$ cat src/rtl/mux_2to1_4to1.sv
// Paired 2:1 and 4:1 data selector with combinational and one-cycle registered outputs.
// An unknown select produces an all-X result instead of silently choosing a lane.
module mux_2to1_4to1 #(
   parameter int DATA_W = 1
) (
   input  logic                  clk,
   input  logic                  rst_n,
   input  logic                  en,
   input  logic [DATA_W-1:0]     a,
   input  logic [DATA_W-1:0]     b,
   input  logic                  sel2,
   input  logic [4*DATA_W-1:0]   d,
   input  logic [1:0]            sel4,
   output logic [DATA_W-1:0]     y2,
   output logic [DATA_W-1:0]     y4,
   output logic [DATA_W-1:0]     y2_q,
   output logic [DATA_W-1:0]     y4_q,
   output logic                  out_valid
);

   logic [DATA_W-1:0] y2_s;
   logic [DATA_W-1:0] y4_s;
   logic [DATA_W-1:0] y2_r;
   logic [DATA_W-1:0] y4_r;
   logic              valid_r;

   // 2:1 select; a non-0/1 select falls to the X default (don't-care for synthesis)
   always_comb begin
      y2_s = {DATA_W{1'b0}};
      case (sel2)
         1'b0:    y2_s = a;
         1'b1:    y2_s = b;
         default: y2_s = {DATA_W{1'bx}};
      endcase
   end

   // 4:1 lane select by binary index
   always_comb begin
      y4_s = {DATA_W{1'b0}};
      case (sel4)
         2'b00:   y4_s = d[0*DATA_W +: DATA_W];
         2'b01:   y4_s = d[1*DATA_W +: DATA_W];
         2'b10:   y4_s = d[2*DATA_W +: DATA_W];
         2'b11:   y4_s = d[3*DATA_W +: DATA_W];
         default: y4_s = {DATA_W{1'bx}};
      endcase
   end

   // Output registers: synchronous clear, load on enable, otherwise hold
   always_ff @(posedge clk) begin
      if (!rst_n) begin
         y2_r    <= {DATA_W{1'b0}};
         y4_r    <= {DATA_W{1'b0}};
         valid_r <= 1'b0;
      end else if (en) begin
         y2_r    <= y2_s;
         y4_r    <= y4_s;
         valid_r <= 1'b1;
      end else begin
         y2_r    <= y2_r;
         y4_r    <= y4_r;
         valid_r <= valid_r;
      end
   end

   assign y2        = y2_s;
   assign y4        = y4_s;
   assign y2_q      = y2_r;
   assign y4_q      = y4_r;
   assign out_valid = valid_r;

endmodule

$ cat config.mk
export PLATFORM = sky130hd
export DESIGN_NAME = mux_2to1_4to1
export DESIGN_NICKNAME = d
export VERILOG_FILES = /design/src/rtl/mux_2to1_4to1.sv
export SDC_FILE = /design/constraint.sdc
export NUM_CORES = 1
export LEC_CHECK = 0
export ABC_CLOCK_PERIOD_IN_PS = 850
export BUFFER_PORTS_ARGS = -buffer_cell sky130_fd_sc_hd__buf_2
export CAP_MARGIN = 20
export CELL_PAD_IN_SITES_DETAIL_PLACEMENT = 1
export CELL_PAD_IN_SITES_GLOBAL_PLACEMENT = 1
export CORE_AREA = 2 2 39 41
export CTS_BUF_LIST = sky130_fd_sc_hd__clkbuf_4 sky130_fd_sc_hd__clkbuf_8
export DETAILED_ROUTE_END_ITERATION = 10
export DIE_AREA = 0 0 41 43
export PLACE_DENSITY_LB_ADDON = 0.1
export SYNTH_ARGS = -nofsm -noshare
export SYNTH_HDL_FRONTEND = slang
export SYNTH_SLANG_ARGS = --single-unit
export TNS_END_PERCENT = 20
$ cat constraint.sdc
create_clock -name clk -period 0.85 [get_ports clk]
set_clock_uncertainty 0.05 [all_clocks]
set_input_delay 0.1275 -clock clk [delete_from_list [all_inputs] [get_ports clk]]
set_output_delay 0.1275 -clock clk [all_outputs]
set_load 0.02 [all_outputs]
---- After elaboration in Yosys (flattened, before gate mapping) ----
Index checks and enable logic that the tools add are counted.
storage, ports and cells
  bits in registers ....................... 3
  latch bits .............................. 0
  memory bits (writable) .................. 0
  memory bits (read-only) ................. 0
  input bits .............................. 12
  output and inout bits ................... 5
  logic and storage cells ................. 10
  memories kept ........................... 0
operators by class
  $add $sub $neg .......................... 0
  multipliers ............................. 0
  divide/modulo/power cells ............... 0
  order comparisons ....................... 0
  eq/ne operators ......................... 3
  shift operators ......................... 0
  muxes and demuxes ....................... 2
  bitwise gates (word level) .............. 1
  reductions and logical operators ........ 1
operator list
  cell                                                             number
  2-bit == test, second input constant                             2
  1-bit case mux with 4 select lines                               1
  2-bit by 1-bit == test with 1-bit output, second input constant  1
  2-bit logical NOT                                                1
  1-bit case mux with 2 select lines                               1
  1-bit NOT                                                        1

---- Depth between registers and ports, before layout ----
  word-level depth ........................ 2
  mapped depth ............................ 2
  gate-level depth less buffers ........... 2

---- Worst setup path before layout ----
OpenSTA, ideal clock, no wires.
  path kind ............................... register to register
  from .................................... reg y2_q (netlist name)
  to ...................................... reg y2_r, in the netlist y2_q
  setup time .............................. 116 ps
  arrival time ............................ 764 ps
  required time ........................... 684 ps
  path slack .............................. -80 ps
  cell stages (with the launch flop) ...... 3
  cell sequence ........................... dfxtp_1 > or2_2 > o211a_1
RTL lines
  element                 RTL line  source
  end signal: assignment  52        y2_r <= {DATA_W{1'b0}};
  end signal: assignment  56        y2_r <= y2_s;
  end signal: assignment  60        y2_r <= y2_r;
  end: declaration        23        logic [DATA_W-1:0] y2_r;

---- Worst setup path after layout ----
  from .................................... in sel4[0]
  to ...................................... out y4
between the ends
  longest elaborated chain between the ends .. 2
ends and longest elaborated chain
  element                                      RTL line  source
  start: declaration                           13        input logic [1:0] sel4,
  2-bit == test, or another cell as far along  40        case (sel4)
  1-bit case mux with 4 select lines *         40
  end: declaration                             15        output logic [DATA_W-1:0] y4,
Every way passes the cells marked *; elsewhere a longest branch is shown, timed or not.

==> impl_results.md <==
* Status: finished, violations left
* Failing checks: setup timing
* Vias per cell at 3.98
* Synthesized area divided by synthesized cell count at 10.8 um^2
* Final Hold Fails at 0
* Power per cell area at 1700 mW/mm^2
* Vias in the first global route at 226
* First DRT Iteration DRCs at 4
* Combined global-route utilization of all metal layers at 7.82%
* CTS clock-pin slew for the worst setup and hold paths at 0.04 ns
* Total Wirelength at 588 um
* Worst VDD drop at 0.565 mV
* Core area at 0.00138 mm^2
* Final HPWL from detailed placement at 431 um
* Instance area at placement at 275 um^2
* # port buffers at 16
* Share of the synthesized area in the top cell type at 37.2%
* FP Rows at 14
* First-pass GRT wire length at 890 um
* Relative contribution of combinational cells to total power at 25.5%
* Clk sinks at 3
* Via count of the routed design at 211
* Worst path setup slack after routing at -0.0281 ns
* Critical path startpoint category: input port
* Post-DRT Antenna Nets at 0
* Static leakage at 0.000180 uW
* Count of synthesis-stage warnings from yosys at 0
* Maximum fanout count along the critical path at 2
* Worst slew slack as a fraction of its limit at 88.3%
* Power share of the sequential group at 27.1%
* Post-route DRC violation count at 0
* Total of fill cells in the finished design at 169
* Final period util at 103%
* Fraction of layout instances using a drive strength above 1 at 75.7%
* Max Root-Sink Buffers at 2
* Initial core utilization at 11.7%
* Antenna violations before repair at 0
* Net count after synthesis at 27
* Wire length per cell after detailed routing at 11.1 um
* Post-Place Cells at 48
* Final global-route overflow total at 0
* Boundary pin count at 17
* Setup Viol. Count Final at 3
* Clock root buffer: clkbuf_4
* Endpoint required time on the critical path at 0.67 ns
* Net Sw Frac at 24.7%
* CP peak stage delay at 0.22 ns
* Max_cap viols at 0
* Number of library cell types mapped by synthesis at 10
* Part of the Yosys area used for sequential elements at 37.2%
* Number of nets in the layout at 50
* Clock latency at the later pin of the worst-skew pair at 0.23 ns
* Crit path max-delay cell type: mux2i_2
* Final number of max-transition violations at 0
* Worst Path Class, Setup: input port to output port
* Worst EP arrival at 0.70 ns
* Area added between synthesis and finish at 117%
* Netlist area before placement at 161 um^2
* Worst Tran Pin Value at 0.171 ns
* Die height at 43 um
* CP Cell Sequence: buf_8 -> mux2i_2 -> mux2i_1 -> buf_4
* Internal power consumption at 447 uW
* Timing-limited maximum frequency at 1.14 GHz
* Flip-flop and latch count after synthesis at 3
* Syn Inst Count at 15
* Final critical delay including setup and external delays at 0.878 ns
* Predominant post-synthesis flop cell: dfxtp_1
* Async set or reset register ratio after synthesis at 0%
* Die Area at 0.00176 mm^2
* Pin count of the biggest net entering global routing at 7
* Width of the die at 41 um
* Number of H-tree levels at 1
* Antenna cell count at 0
* Layout Cells excl Fill at 53
* Worst hold path type: input port to flop
* Total CTS buffers at 3
* Proportion of power drawn by the clock network at 47.5%
* CP bufs+invs at 2
* Detailed-router iteration count before antenna repair at 2
* Setup repair after global routing missed its margin: true
* Most frequent cells after synthesis: 3 x dfxtp_1, 3 x mux2i_1, 2 x nand3b_1
* Crit path capture type: output port
* Largest cells by area after synthesis: dfxtp_1 37%, mux2i_1 19%, mux2_4 9.3%, nand3b_1 9.3%, o211a_1 6.2%
* CTS tree: done
* Net switching power figure at 147 uW
* Cell area after layout at 350 um^2
* Cell accounting for the most synthesized area: dfxtp_1
* Post-synth EDFFs at 0
* RD Place Congestion at 0.577
* Cell family with the largest share of critical-path delay: multiplexers
-- power groups by stage --
stage	clock [uW]	sequential (uW)	combinational [uW]
6_report	282	161	151
4_1_cts	297	161	151
2_1_floorplan	0	172	47.4
3_5_place_dp	0	159	123
5_1_grt	316	162	162
3_3_place_gp	0	158	120
-- worst register-to-register path, cell delays in order, from the launching register on --
cell and delay, ns:
dfxtp_4 0.34, or2_4 0.21, o211a_1 0.11
-- cell type report --
cell class,instances,area (um^2),share of cell area [%]
Timing Repair Buffer,18,126,36.1
Multi-Input combinational cell,11,104,29.6
Sequential cell,3,66.3,18.9
Clock buffer,4,30.0,8.57
Tap cell,16,20.0,5.71
Inverter,1,3.75,1.07
-- registers in the layout, indices dropped and copies added (netlist names) --
| signal | count |
|---|---|
| y2_q | 1 |
| out_valid | 1 |
| y4_q | 1 |
-- routing by layer --
metal	up-vias	routed length [um]	GRT usage, %	share of wire [%]
met3	0	62	4.71	11
met5	-	0	0	0
met2	11	284	11.3	48
li1	100	-	-	-
met1	100	241	8.65	41
met4	0	0	4.00	0
-- metrics by stage --
stage / total power [uW] / setup TNS [ns] / util [%] / hold slack (ns) / worst slack (ns)
3_5_place_dp: 282 / -0.191 / 19.9 / 0.366 / -0.0948
6_report: 594 / -0.0551 / 25.3 / 0.122 / -0.0281
5_1_grt: 640 / -0.200 / 25.3 / 0.120 / -0.0731
2_1_floorplan: 219 / 0 / - / 0.195 / 0.0133
4_1_cts: 610 / -0.0927 / 25.3 / 0.113 / -0.0333
3_3_place_gp: 278 / -0.104 / 19.9 / 0.363 / -0.0463
-- cells in the final DEF, fill, tap and decap left out --
master	n
buf_2	11
clkbuf_4	4
buf_6	3
buf_4	3
mux2i_1	2
nand3b_1	2
dfxtp_2	2
mux2_4	1
mux2i_2	1
nand3_1	1
o221ai_1	1
o21a_1	1
inv_1	1
or2_4	1
o211a_1	1
buf_8	1
dfxtp_4	1
-- worst paths after layout --
kind | start | endpoint | slack [ns] | cells after the start
setup / recovery | sel4[0] | y4 | -0.03 | 4
hold / removal | rst_n | out_valid | 0.12 | 2
setup reg to reg | y2_q | y2_q | 0.03 | 2
hold reg to reg | out_valid | out_valid | 0.41 | 1
-- what timing repair did --
action / CTS / global route
setup endpoints to repair: 5 / 5
hold buffers: 0 / 0
endpoints found under the hold margin: 0 / 0
resized for setup: 13 / 0
setup buffers: 1 / 0
-- cells by family after synthesis --
logic type             share of synthesized area (%)
muxes                                           27.9
buffers and inverters                           2.32
AOI/OAI and AO/OA                               16.3
and+or+nand+nor                                 16.3
DFF                                             37.2
(Power assumes the default switching activity.)
